### src/rtl/ball_shot_ctrl_if.sv
// Shot-controller bus: frame/shot inputs from the game logic, ball position
// and scoring outputs toward the sprite renderer and score display.
interface ball_shot_ctrl_if;
    logic       frame_tick;
    logic       shoot;
    logic [7:0] vx_in;
    logic [7:0] vy_in;
    logic [9:0] ball_x;
    logic [9:0] ball_y;
    logic       in_flight;
    logic [1:0] state;
    logic       score_pulse;
    logic [7:0] score_cnt;

    modport master (
        output frame_tick, shoot, vx_in, vy_in,
        input  ball_x, ball_y, in_flight, state, score_pulse, score_cnt
    );

    modport slave (
        input  frame_tick, shoot, vx_in, vy_in,
        output ball_x, ball_y, in_flight, state, score_pulse, score_cnt
    );
endinterface

### src/rtl/ball_shot_ctrl.sv
// Basketball motion sequencer: integrates a projectile once per video frame
// in 10.4 fixed point, clamps against walls/ceiling/floor, detects baskets
// and keeps a saturating score.
module ball_shot_ctrl #(
    parameter int X0          = 80,
    parameter int Y0          = 400,
    parameter int X_MIN       = 4,
    parameter int X_MAX       = 635,
    parameter int Y_MIN       = 4,
    parameter int FLOOR_Y     = 460,
    parameter int GRAV        = 4,
    parameter int HOOP_X_L    = 540,
    parameter int HOOP_X_R    = 572,
    parameter int HOOP_Y      = 200,
    parameter int REST_FRAMES = 60
) (
    input  logic             clk,
    input  logic             reset_n,
    ball_shot_ctrl_if.slave  bus
);

    localparam int RW = (REST_FRAMES > 64) ? $clog2(REST_FRAMES) : 6;

    // Fixed-point (10.4) positions used for launch, rest and clamping
    localparam logic [13:0] X0_FX    = 14'(X0 * 16);
    localparam logic [13:0] Y0_FX    = 14'(Y0 * 16);
    localparam logic [13:0] XMIN_FX  = 14'(X_MIN * 16);
    localparam logic [13:0] XMAX_FX  = 14'(X_MAX * 16);
    localparam logic [13:0] YMIN_FX  = 14'(Y_MIN * 16);
    localparam logic [13:0] FLOOR_FX = 14'((FLOOR_Y - 4) * 16);

    // Integer-pixel thresholds, signed so off-screen (negative) positions compare correctly
    localparam logic signed [10:0] X_MIN_C   = 11'(X_MIN);
    localparam logic signed [10:0] X_MAX_C   = 11'(X_MAX);
    localparam logic signed [10:0] Y_MIN_C   = 11'(Y_MIN);
    localparam logic signed [10:0] FLOOR_C   = 11'(FLOOR_Y - 4);
    localparam logic signed [10:0] HOOP_XL_C = 11'(HOOP_X_L);
    localparam logic signed [10:0] HOOP_XR_C = 11'(HOOP_X_R);
    localparam logic signed [10:0] HOOP_Y_C  = 11'(HOOP_Y);
    localparam logic [9:0]         HOOP_Y_U  = 10'(HOOP_Y);
    localparam logic signed [11:0] GRAV_C    = 12'(GRAV);
    localparam logic [RW-1:0]      REST_LAST = RW'(REST_FRAMES - 1);

    typedef enum logic [1:0] {
        ST_IDLE   = 2'd0,
        ST_FLIGHT = 2'd1,
        ST_REST   = 2'd2
    } state_t;

    state_t               state_r;
    logic [13:0]          px_r;
    logic [13:0]          py_r;
    logic signed [11:0]   vx_r;
    logic signed [11:0]   vy_r;
    logic                 scored_r;
    logic [RW-1:0]        rest_cnt_r;
    logic                 in_flight_r;
    logic                 score_pulse_r;
    logic [7:0]           score_cnt_r;

    logic signed [14:0]   nx_s;
    logic signed [14:0]   ny_s;
    logic signed [10:0]   nx_px_s;
    logic signed [10:0]   ny_px_s;
    logic                 wall_lo_s;
    logic                 wall_hi_s;
    logic                 ceil_hit_s;
    logic                 floor_hit_s;
    logic                 basket_s;

    // Sign-extend an 8-bit launch velocity to the 12-bit internal velocity width
    function automatic logic signed [11:0] sext8(input logic [7:0] v);
        return {{4{v[7]}}, v};
    endfunction

    // Candidate next position and the collision/basket conditions it implies
    always_comb begin
        nx_s        = $signed({1'b0, px_r}) + $signed({{3{vx_r[11]}}, vx_r});
        ny_s        = $signed({1'b0, py_r}) + $signed({{3{vy_r[11]}}, vy_r});
        nx_px_s     = nx_s[14:4];
        ny_px_s     = ny_s[14:4];
        wall_lo_s   = (nx_px_s < X_MIN_C);
        wall_hi_s   = (nx_px_s > X_MAX_C);
        ceil_hit_s  = (ny_px_s < Y_MIN_C);
        floor_hit_s = (ny_px_s >= FLOOR_C);
        basket_s    = (vy_r > 12'sd0) && (py_r[13:4] < HOOP_Y_U) &&
                      (ny_px_s >= HOOP_Y_C) && (nx_px_s >= HOOP_XL_C) &&
                      (nx_px_s <= HOOP_XR_C) && !scored_r;
    end

    // Shot sequencer: launch, per-frame integration with clamps, rest timer
    always_ff @(posedge clk or negedge reset_n) begin
        if (!reset_n) begin
            state_r       <= ST_IDLE;
            px_r          <= X0_FX;
            py_r          <= Y0_FX;
            vx_r          <= 12'sd0;
            vy_r          <= 12'sd0;
            scored_r      <= 1'b0;
            rest_cnt_r    <= {RW{1'b0}};
            in_flight_r   <= 1'b0;
            score_pulse_r <= 1'b0;
            score_cnt_r   <= 8'd0;
        end else begin
            score_pulse_r <= 1'b0;
            case (state_r)
                ST_IDLE: begin
                    px_r <= X0_FX;
                    py_r <= Y0_FX;
                    if (bus.shoot) begin
                        vx_r        <= sext8(bus.vx_in);
                        vy_r        <= 12'sd0 - sext8(bus.vy_in);
                        scored_r    <= 1'b0;
                        in_flight_r <= 1'b1;
                        state_r     <= ST_FLIGHT;
                    end
                end
                ST_FLIGHT: begin
                    if (bus.frame_tick) begin
                        if (wall_lo_s) begin
                            px_r <= XMIN_FX;
                            vx_r <= 12'sd0 - vx_r;
                        end else if (wall_hi_s) begin
                            px_r <= XMAX_FX;
                            vx_r <= 12'sd0 - vx_r;
                        end else begin
                            px_r <= nx_s[13:0];
                        end
                        // Ceiling reflection takes the place of gravity on that frame
                        if (ceil_hit_s) begin
                            py_r <= YMIN_FX;
                            vy_r <= 12'sd0 - vy_r;
                        end else begin
                            py_r <= ny_s[13:0];
                            vy_r <= vy_r + GRAV_C;
                        end
                        if (basket_s) begin
                            score_pulse_r <= 1'b1;
                            scored_r      <= 1'b1;
                            if (score_cnt_r != 8'hFF) begin
                                score_cnt_r <= score_cnt_r + 8'd1;
                            end
                        end
                        // Floor landing overrides the velocity updates above
                        if (floor_hit_s) begin
                            py_r        <= FLOOR_FX;
                            vx_r        <= 12'sd0;
                            vy_r        <= 12'sd0;
                            rest_cnt_r  <= {RW{1'b0}};
                            in_flight_r <= 1'b0;
                            state_r     <= ST_REST;
                        end
                    end
                end
                ST_REST: begin
                    if (bus.frame_tick) begin
                        if (rest_cnt_r == REST_LAST) begin
                            px_r    <= X0_FX;
                            py_r    <= Y0_FX;
                            state_r <= ST_IDLE;
                        end else begin
                            rest_cnt_r <= rest_cnt_r + {{(RW-1){1'b0}}, 1'b1};
                        end
                    end
                end
                default: begin
                    px_r        <= X0_FX;
                    py_r        <= Y0_FX;
                    in_flight_r <= 1'b0;
                    state_r     <= ST_IDLE;
                end
            endcase
        end
    end

    assign bus.ball_x      = px_r[13:4];
    assign bus.ball_y      = py_r[13:4];
    assign bus.in_flight   = in_flight_r;
    assign bus.state       = state_r;
    assign bus.score_pulse = score_pulse_r;
    assign bus.score_cnt   = score_cnt_r;

endmodule

### src/flat_wrapper.sv
// flat-port wrapper written by rule: the top's interface ports become plain ports
module ball_shot_ctrl_flat 
#(
    parameter int X0          = 80,
    parameter int Y0          = 400,
    parameter int X_MIN       = 4,
    parameter int X_MAX       = 635,
    parameter int Y_MIN       = 4,
    parameter int FLOOR_Y     = 460,
    parameter int GRAV        = 4,
    parameter int HOOP_X_L    = 540,
    parameter int HOOP_X_R    = 572,
    parameter int HOOP_Y      = 200,
    parameter int REST_FRAMES = 60
)
  (clk, reset_n, bus_frame_tick, bus_shoot, bus_vx_in, bus_vy_in, bus_ball_x, bus_ball_y, bus_in_flight, bus_state, bus_score_pulse, bus_score_cnt);
  ball_shot_ctrl_if bus_i ();
  input  logic clk;
  input  logic reset_n;
  input wire logic [$bits(bus_i.frame_tick)-1:0] bus_frame_tick;
  input wire logic [$bits(bus_i.shoot)-1:0] bus_shoot;
  input wire logic [$bits(bus_i.vx_in)-1:0] bus_vx_in;
  input wire logic [$bits(bus_i.vy_in)-1:0] bus_vy_in;
  output wire logic [$bits(bus_i.ball_x)-1:0] bus_ball_x;
  output wire logic [$bits(bus_i.ball_y)-1:0] bus_ball_y;
  output wire logic [$bits(bus_i.in_flight)-1:0] bus_in_flight;
  output wire logic [$bits(bus_i.state)-1:0] bus_state;
  output wire logic [$bits(bus_i.score_pulse)-1:0] bus_score_pulse;
  output wire logic [$bits(bus_i.score_cnt)-1:0] bus_score_cnt;
  assign bus_i.frame_tick = bus_frame_tick;
  assign bus_i.shoot = bus_shoot;
  assign bus_i.vx_in = bus_vx_in;
  assign bus_i.vy_in = bus_vy_in;
  assign bus_ball_x = bus_i.ball_x;
  assign bus_ball_y = bus_i.ball_y;
  assign bus_in_flight = bus_i.in_flight;
  assign bus_state = bus_i.state;
  assign bus_score_pulse = bus_i.score_pulse;
  assign bus_score_cnt = bus_i.score_cnt;
  ball_shot_ctrl #(.X0(X0), .Y0(Y0), .X_MIN(X_MIN), .X_MAX(X_MAX), .Y_MIN(Y_MIN), .FLOOR_Y(FLOOR_Y), .GRAV(GRAV), .HOOP_X_L(HOOP_X_L), .HOOP_X_R(HOOP_X_R), .HOOP_Y(HOOP_Y), .REST_FRAMES(REST_FRAMES)) u_core (.clk(clk), .reset_n(reset_n), .bus(bus_i));
endmodule
### config.mk
export PLATFORM = sky130hd
export DESIGN_NAME = ball_shot_ctrl_flat
export DESIGN_NICKNAME = d
export VERILOG_FILES = /design/src/rtl/ball_shot_ctrl_if.sv /design/src/rtl/ball_shot_ctrl.sv /design/src/flat_wrapper.sv
export SDC_FILE = /design/constraint.sdc
export NUM_CORES = 1
export LEC_CHECK = 0
export ABC_AREA = 1
export CAP_MARGIN = 20
export CORE_MARGIN = 1
export CORE_UTILIZATION = 55
export CTS_CLUSTER_DIAMETER = 80
export DETAILED_ROUTE_END_ITERATION = 8
export PLACE_DENSITY = 0.77
export SLEW_MARGIN = 20
export SYNTH_ARGS = -nofsm -noshare
export SYNTH_HDL_FRONTEND = slang
export SYNTH_SLANG_ARGS = --single-unit
### constraint.sdc
create_clock -name clk -period 3.5 [get_ports clk]
set_clock_uncertainty 0.05 [all_clocks]
set_input_delay 0.7 -clock clk [delete_from_list [all_inputs] [get_ports clk]]
set_output_delay 0.7 -clock clk [all_outputs]
set_load 0.01 [all_outputs]
==> flow_metrics.py, run 1 <==
metrics = {
    "power": {
        "power.net_switching_mw": 4.36,
        "leakage_nw": 3.73,
        "pwr-share-comb_pct": 67.8,
        "switching_share_pct": 54.3,
        "p_per_area_nw_per_um2": 1120,
        "power_mw": 8.03,
        "seqPwrFrac_pct": 19.7,
        "p_int_mw": 3.67,
        "clockPowerShare_pct": 12.5,
        "vdd_drop_max_mv": 0.515,
    },
    "critical_path": {
        "end_kind": "flip-flop",
        "path_max_fanout": 14,
        "crit_path_frequent_cell": "nand2_1",
        "crit_start": "u_core.vy_r[0]",
        "rr_startpoint": "u_core.vy_r[0]",
        "criticalPathCategory": "reg -> reg",
        "required_ps": 3680,
        "r2r_cells": 16,
        "crit_arrival_ps": 3250,
        "max_stage_delay_ps": 450,
        "r2r_setup_slack_ps": 430,
        "start_kind": "flip-flop",
        "crit_chain": "ha_1, fa_1, nand2_2, nand3_2, nand3_1, nand2_1, nand2_1, nand2_1, nor2_1, nand2_1, nor2_1, nand3_1, nand2_1, nor2_4, o21ai_0, nand2_1",
        "crit_end": "u_core.vy_r[1]",
        "r2r-end": "u_core.vy_r[1]",
        "cpMaxStageDelayCell": "fa_1",
    },
    "final_layout": {
        "antennaDiodeCount": 0,
        "nets": 1038,
        "syn_to_final_growth_pct": 11.9,
        "drive_above_1_share_pct": 8.92,
    },
    "clock_network": {
        "clk_pin_slew_worst_paths_ps": 60,
        "hold_buffers": 0,
        "cts_buffer_depth": 2,
        "cts_root_buf": "clkbuf_16",
        "cts_setup_buffers": 0,
        "cts_tree": "done",
        "insertion_delay_ps": 350,
        "cts_sinks": 71,
        "htree_levels": 3,
        "cts_resized": 0,
        "cts_buffers": 9,
    },
    "route": {
        "drtIter0Drc": 464,
        "wire_per_inst_um": 14.5,
        "drt-vias-per-instance": 5.38,
        "drc": 0,
        "drt_wl_total_mm": 16.3,
        "ant_nets": 0,
        "vias": 6079,
        "firstDrtPassIters": 6,
    },
    "grt": {
        "grt_pass1_wl_mm": 26.8,
        "grt_usage_pct": 28.8,
        "grt_antenna_before_repair": 0,
        "first_global_vias": 5575,
        "grt_max_degree": 72,
        "overflow": 0,
    },
    "placed_design": {
        "place.detailed.hpwl_mm": 12.4,
        "portBuffers": 51,
        "gp_congestion": 0.964,
    },
    "floorplan": {
        "initial_core_util_pct": 56.2,
        "pin_count": 52,
        "fp.coreArea_um2": 11400,
        "dieWidth_um": 110,
        "fp.dieArea_um2": 12100,
        "placementRows": 39,
        "die_y_um": 110,
    },
    "synthesis": {
        "ys_seq_elements": 71,
        "synth_cell_types": 45,
        "ys_top_cells_by_count": "nand2_1 (266), inv_1 (136), nand3_1 (81)",
        "synth_top_area_share_pct": 25.7,
        "synth-edff-count": 0,
        "synth_cells": 956,
        "syn_area_per_cell_um2": 6.72,
        "synth_area_leaders": "dfrtp_1 (26%), nand2_1 (16%), inv_1 (8.0%), ha_1 (6.8%), nand3_1 (6.3%)",
        "yosysSeqAreaShare_pct": 27.8,
        "synth_nets": 1013,
        "async_flop_share_pct": 100,
        "synth_flop_cell": "dfrtp_1",
        "synth_warnings": 0,
        "synth_top_area_cell": "dfrtp_1",
        "synth_area_um2": 6420,
        "synth_most_common_cell": "nand2_1",
    },
    "sta": {
        "setup-violations-final": 0,
        "fmax_ghz": 0.326,
        "worst_slew_pin_slew_ps": 926,
        "period_needed_ps": 3070,
        "slew_headroom_pct": 38.2,
        "finalHoldViolCount": 0,
        "finalCritPeriodShare_pct": 87.8,
        "rsz0062_at_grt": "false",
        "setup_tns_ps": 0,
        "drv_slew": 0,
    },
    "outcome": {
        "status": "finished, final reports clean",
    },
    "hold_path": {
        "hp-class": "in -> async",
    },
    "flow_run": {
        "maxCapViolCount": 0,
    },
}
-- placed cells by master (no fill, tap or decap), types with 3 or more instances in the layout --
cell / Yosys / routed
buf_4: 23 / 6
xnor2_1: 10 / 10
nand2_2: 23 / 23
nor3_1: 12 / 12
clkdlybuf4s50_1: 0 / 50
nor2_1: 66 / 66
dfrtp_1: 66 / 66
a21oi_1: 43 / 43
nand2_4: 4 / 4
clkbuf_16: 0 / 9
nand2_1: 266 / 266
ha_1: 35 / 35
nor2_4: 8 / 8
dfstp_2: 5 / 5
nand3_1: 81 / 81
o21ai_1: 17 / 17
nor2_2: 6 / 6
o22ai_1: 3 / 3
nand3_2: 8 / 8
and2_1: 3 / 3
o21ai_0: 28 / 28
nand4_1: 27 / 27
nor4_1: 6 / 6
inv_1: 136 / 136
nand3b_1: 5 / 5
o21a_1: 3 / 3
xor2_1: 29 / 29
inv_2: 4 / 4
-- worst min-delay path by stage --
stage,end,slack [ps],depth (start not counted),from
final,u_core.vy_r[7],420,1,reset_n
after global routing,u_core.px_r[3],480,2,u_core.px_r[3]
after CTS,u_core.px_r[3],450,2,u_core.px_r[3]
after detailed placement,u_core.px_r[3],440,2,u_core.px_r[3]
after global placement,u_core.py_r[0],430,2,u_core.py_r[0]
after floorplan,u_core.bus.in_flight,350,0,reset_n
-- metrics by stage --
step / hold slack (ps) / cells / area [um2] / worst slack (ps) / utilization, %
floorplan: 354 / 956 / 6420 / 889 / -
global placement: 428 / 1113 / 6870 / 563 / 60.2
detailed placement: 435 / 1113 / 6870 / 465 / 60.2
CTS: 449 / 1129 / 7190 / 451 / 62.9
global route: 477 / 1129 / 7190 / 225 / 62.9
finish: 424 / 1129 / 7190 / 428 / 62.9
-- state kept, by name, indices dropped and copies added (netlist names) --
register and flops:
u_core.vx_r 12, u_core.scored_r 1, u_core.vy_r 12, u_core.rest_cnt_r 6, u_core.px_r 14, u_core.bus.in_flight 1, u_core.py_r 14, u_core.bus.state 2
u_core.bus.score_pulse 1, u_core.bus.score_cnt 8
-- layout make-up --
type | instances | area, um2
repair buffers | 56 | 546
clock inverters | 5 | 81.3
clock buffers | 11 | 233
multi-input cells | 701 | 3820
flip-flops and latches | 71 | 1780
well taps | 143 | 179
fillers | 1081 | 4230
inverters | 142 | 541
-- critical path: cells and delay by family, from the launching register on --
family,cells,cell delay [ps]
AND/OR/NAND/NOR,13,1520
adder cells (fa/ha/maj),2,740
flip-flops,1,440
AO/OA/AOI/OAI,1,190
-- per-layer routing --
layer | GRT usage (%) | routed length [um] | part of all wire (%)
met2 | 45.0 | 7360 | 45
met1 | 40.6 | 7690 | 47
met4 | 8.38 | 261 | 1.6
met3 | 5.29 | 1020 | 6.2
met5 | 0 | 0 | 0
-- power by group through the flow --
stage	clock network [mW]	registers [mW]	logic (mW)
after floorplan	0	1.38	4.41
after global placement	0	1.57	5.28
after detailed placement	0	1.58	5.35
after CTS	1.01	1.57	5.39
after global routing	1.05	1.62	6.10
final	1.00	1.58	5.44
-- cell families (layout without fill, tap and decap cells) --
family,Yosys count,after routing,synth area share (%)
simple gates,519,519,37.5
xor+xnor,39,39,5.32
flops,71,71,27.8
buf+inv,184,214,12.7
fa+ha+maj,37,37,7.44
compound gates,106,106,9.26
Note: power is estimated with default switching activity, not from simulation.
==> run 2: changes to the inputs <==
- CAP_MARGIN: 20 -> default
==> results of run 2 <==
Final layout, timing and power as in run 1 (identical DEF).
